==> src/rtl/adc8_convst_responder.sv <==
// Responder end of an 8-bit ADC CONVST/EOC handshake: it samples a value on a CONVST rising
// edge, waits the conversion time, then presents the result and pulses EOC active-low.
module adc8_convst_responder #(
  parameter int CONV_CYCLES  = 60,
  parameter int SETUP_CYCLES = 2,
  parameter int EOC_CYCLES   = 10,
  parameter int CNT_W        = 8
) (
  input  logic             i_clk,
  input  logic             i_reset,
  input  logic             i_convst,
  input  logic [7:0]       i_sample,
  output logic [7:0]       o_data,
  output logic             o_eoc,
  output logic             o_busy,
  output logic [CNT_W-1:0] o_overrun_cnt
);

  typedef enum logic [1:0] {
    IDLE    = 2'd0,
    CONVERT = 2'd1,
    SETUP   = 2'd2,
    EOC     = 2'd3
  } state_t;

  localparam int MAX_CYC = (CONV_CYCLES > SETUP_CYCLES)
                         ? ((CONV_CYCLES > EOC_CYCLES) ? CONV_CYCLES : EOC_CYCLES)
                         : ((SETUP_CYCLES > EOC_CYCLES) ? SETUP_CYCLES : EOC_CYCLES);
  localparam int PH_W = $clog2(MAX_CYC + 1);

  // The detection cycle is the first conversion cycle, so CONVERT itself lasts one cycle less.
  // This puts o_data at detection+CONV_CYCLES rather than one cycle later.
  localparam logic [PH_W-1:0] CONV_LAST  = PH_W'((CONV_CYCLES > 1) ? CONV_CYCLES - 2 : 0);
  localparam logic [PH_W-1:0] SETUP_LAST = PH_W'(SETUP_CYCLES - 1);
  localparam logic [PH_W-1:0] EOC_LAST   = PH_W'(EOC_CYCLES - 1);

  logic            r_s1, r_s2, r_s3;
  logic            w_rise;
  state_t          r_state, w_next_state;
  logic [PH_W-1:0] r_phase, w_next_phase;
  logic [7:0]      r_result;
  logic            w_accept;
  logic            w_load_data;
  logic            w_overrun;

  assign w_rise = r_s2 & ~r_s3;

  // NOTE: always_comb assigns every output a default before the case; otherwise latches are inferred.
  always_comb begin
    w_next_state = r_state;
    w_next_phase = r_phase + PH_W'(1);
    w_accept     = 1'b0;
    w_load_data  = 1'b0;
    w_overrun    = 1'b0;
    unique case (r_state)
      IDLE: begin
        w_next_phase = '0;
        if (w_rise) begin
          w_accept = 1'b1;
          if (CONV_CYCLES == 1) begin
            w_load_data  = 1'b1;
            w_next_state = SETUP;
          end else begin
            w_next_state = CONVERT;
          end
        end
      end
      CONVERT: begin
        w_overrun = w_rise;
        if (r_phase == CONV_LAST) begin
          w_load_data  = 1'b1;
          w_next_phase = '0;
          w_next_state = SETUP;
        end
      end
      SETUP: begin
        w_overrun = w_rise;
        if (r_phase == SETUP_LAST) begin
          w_next_phase = '0;
          w_next_state = EOC;
        end
      end
      EOC: begin
        w_overrun = w_rise;
        if (r_phase == EOC_LAST) begin
          w_next_phase = '0;
          w_next_state = IDLE;
        end
      end
      default: begin
        w_next_phase = '0;
        w_next_state = IDLE;
      end
    endcase
  end

  // NOTE: sequential state uses non-blocking assignments so every flop samples pre-edge values.
  always_ff @(posedge i_clk) begin
    if (i_reset) begin
      // Synchroniser resets high so a CONVST already high cannot look like a fresh edge.
      r_s1          <= 1'b1;
      r_s2          <= 1'b1;
      r_s3          <= 1'b1;
      r_state       <= IDLE;
      r_phase       <= '0;
      r_result      <= '0;
      o_data        <= '0;
      o_eoc         <= 1'b1;
      o_busy        <= 1'b0;
      o_overrun_cnt <= '0;
    end else begin
      r_s1    <= i_convst;
      r_s2    <= r_s1;
      r_s3    <= r_s2;
      r_state <= w_next_state;
      r_phase <= w_next_phase;
      if (w_accept) begin
        r_result <= i_sample;
      end
      if (w_load_data) begin
        o_data <= w_accept ? i_sample : r_result;
      end
      o_eoc <= (w_next_state != EOC);
      // Busy spans the accept cycle's successor through the cycle EOC returns high.
      o_busy <= (r_state != IDLE) || (w_next_state != IDLE);
      if (w_overrun && (o_overrun_cnt != '1)) begin
        o_overrun_cnt <= o_overrun_cnt + CNT_W'(1);
      end
    end
  end

endmodule

==> config.mk <==
export PLATFORM = sky130hd
export DESIGN_NAME = adc8_convst_responder
export DESIGN_NICKNAME = d
export VERILOG_FILES = /design/src/rtl/adc8_convst_responder.sv
export SDC_FILE = /design/constraint.sdc
export NUM_CORES = 1
export LEC_CHECK = 0
export CAP_MARGIN = 20
export CELL_PAD_IN_SITES_DETAIL_PLACEMENT = 1
export CELL_PAD_IN_SITES_GLOBAL_PLACEMENT = 2
export CORE_MARGIN = 4
export CORE_UTILIZATION = 32
export CTS_CLUSTER_SIZE = 28
export DETAILED_ROUTE_END_ITERATION = 6
export GPL_ROUTABILITY_DRIVEN = 1
export PLACE_DENSITY_LB_ADDON = 0.3
export SLEW_MARGIN = 10
export SYNTH_ARGS = -nofsm -noshare
export SYNTH_HDL_FRONTEND = slang
export SYNTH_SLANG_ARGS = --single-unit
==> constraint.sdc <==
create_clock -name i_clk -period 3.2 [get_ports i_clk]
set_clock_uncertainty 0.2 [all_clocks]
set_input_delay 0.48 -clock i_clk [delete_from_list [all_inputs] [get_ports i_clk]]
set_output_delay 0.48 -clock i_clk [all_outputs]
set_load 0.05 [all_outputs]
==> results.cfg <==
[synth]
ys_seq_area_frac = 0.490
synth_seq_cells = 37
synth-simple-area-share = 0.253
synth.distinct_cells = 35
avgSynthCellArea_um2 = 8.90
synthMuxAreaShare = 0.0736
synth_area_mm2 = 0.00151
yosys_warnings = 0
synth_xor_xnor_area_share = 0.0174
syn-num-nets = 185
synth_compound_area_frac = 0.102
synthAdderAreaFrac = 0.0331
synth_top_family_by_area = simple AND/OR/NAND/NOR gates
netlist_instances = 170

[floorplanning]
core_area_mm2 = 0.00447
fp-row-count = 24
die_h_um = 76.8
start_util = 0.338
die_w_um = 76.8
pin_count = 29
die_area_mm2 = 0.00589

[sta]
hold_viol = 0
tns_ps = 0
whs_ps = 219
max_freq_ghz = 0.447
maxSlewViolCount = 0
fin_crit_sh = 0.699
min_period_ps = 2240
max_slew_margin = 0.378
rsz0062_at_grt = no
max_slew.worst_pin.slew_ps = 930
setup_viol = 0

[global_routing]
grt_pass1_vias = 1337
grt_max_degree = 29
grtUsageTotal = 0.129
overflow = 0
grt_pass1_wl_um = 6150
antenna_found_initial = 0

[layout]
diodes = 0
areaGrowthSynthToFinish_pct = 28.9
nFillCells = 531
final_cell_mix = 37 x dfxtp_1, 28 x clkdlybuf4s50_1, 24 x nand2_1
layout_commonest_cell = dfxtp_1
drive_gt1_frac = 0.0704
layout.nets = 213

[cts]
cts_resized = 0
cts_max_path_buffers = 2
clk_pin_slew_ps = 70
cts-root-buf = clkbuf_8
clock_sinks = 37
clkLatencyLatePin_ps = 280
post_cts_buffers = 0
cts_hold_buffers = 0
cts_tree = built
htree_levels = 2
cts-buffers-inserted = 5

[critical_path]
endpoint_kind = primary output
slowest_stage = clkdlybuf4s50_1
cp_num_cells = 1
crit_required_ps = 2520
crit_family = buffers and inverters
crit_arrival_ps = 1560
crit_type = flip-flop to primary output
worst-path-buf-inv = 1
slowest_delay_ps = 840
path_max_fanout = 7
critPathLaunchType = flip-flop
r2r.worst_path.cells = 6
path_cells = clkdlybuf4s50_1

[power_and_ir_drop]
total_leakage_power_nw = 0.704
power_density_mw_per_mm2 = 472
ir_drop_mv = 0.259

[placed_design]
gpl.final_weighted_congestion = 0.763
dp_hpwl_um = 2590
io_buffers = 28

[hold_path]
hp-class = flip-flop to flip-flop
worstHoldPathCells = 1

[outcome]
outcome = complete, no violations

[flow_run]
max_cap_violations = 0

[route]
routedWlPerCell_um = 14.4
drc = 0
via_per_inst = 5.11
drt_pass1_iterations = 2
ant_nets = 0
routed_wl_um = 3620
drtIter0Drc = 65
num_vias = 1283
-- where the power goes --
part,switching [mW],total (mW),internal (mW)
registers,0.00292,0.468,0.465
clock network,0.164,0.418,0.254
logic,0.0174,0.0347,0.0173
-- final timing paths --
check	slack [ps]	startpoint	to
max	960	o_overrun_cnt[2]$_SDFFE_PP0P_	o_overrun_cnt[2]
min	220	r_s1$_SDFF_PP1_	r_s2$_SDFF_PP1_
max reg2reg	1050	r_phase[0]$_SDFF_PP0_	o_data[0]$_SDFFE_PP0P_
min reg2reg	220	r_s1$_SDFF_PP1_	r_s2$_SDFF_PP1_
-- through the flow --
step,cell area [um2],utilization,setup slack (ps),power [mW],instances
finish,1950,0.436,963,0.920,251
global route,1950,0.436,878,0.956,251
CTS,1950,0.436,939,0.932,251
detailed placement,1830,0.410,883,0.513,243
global placement,1830,0.410,942,0.512,243
floorplan,1510,-,1150,0.495,170
-- cells by family (layout without fill, tap and decap cells) --
family          Yosys count  count (layout)
compound gates           27              27
xor+xnor                  3               3
fa+ha+maj                 4               4
buf+inv                  12              41
flops                    37              37
mux                      11              11
simple gates             76              76
-- area by class of cell --
type / count / area [um2] / area share
Clock buffer: 7 / 86.3 / 0.0443
Clock inverter: 1 / 30.0 / 0.0154
Inverter: 4 / 15.0 / 0.00770
Multi-Input combinational cell: 121 / 724 / 0.372
Sequential cell: 37 / 741 / 0.380
Tap cell: 52 / 65.1 / 0.0334
Timing Repair Buffer: 29 / 288 / 0.148
-- layer usage --
metal / global-route usage / share of wire / vias to the layer above
li1: - / - / 640
met1: 0.146 / 0.44 / 623
met2: 0.224 / 0.52 / 15
met3: 0.0398 / 0.033 / 5
met4: 0.0525 / 0.011 / 0
met5: 0 / 0 / -
-- synthesized netlist by cell type --
cell type  number  area share
a21boi_1        1      0.0050
xor2_1          1      0.0058
and3b_1         1      0.0058
nand4_1         2      0.0083
nand2b_1        4       0.017
mux2i_1        10       0.066
a21oi_1        16       0.053
a211oi_1        3       0.015
nor4_1          1      0.0041
clkbuf_1        6       0.015
nand2_1        24       0.060
nor3_1          8       0.026
a21boi_0        1      0.0050
or2_2           3       0.012
nand3_1         6       0.020
or4_1           2      0.0099
dfxtp_1        37        0.49
o41ai_1         1      0.0058
or4b_1          1      0.0066
mux2_2          1      0.0074
or3b_1          1      0.0058
inv_1           4      0.0099
nor2b_1         1      0.0041
nor2_1         15       0.037
o21a_1          1      0.0050
ha_1            4       0.033
nor2_2          1      0.0041
nor4b_1         1      0.0058
or3_4           1      0.0074
or3_1           2      0.0083
buf_2           2      0.0066
and4b_1         1      0.0066
and2_1          1      0.0041
xnor2_1         2       0.012
o21ai_0         4       0.013
-- registers in the layout (all words and copies together) (netlist names) --
signal	count
r_result	8
r_phase	6
r_s2	1
r_s3	1
r_s1	1
o_data	8
r_state	2
o_overrun_cnt	8
o_eoc	1
o_busy	1
(Power assumes the default switching activity.)
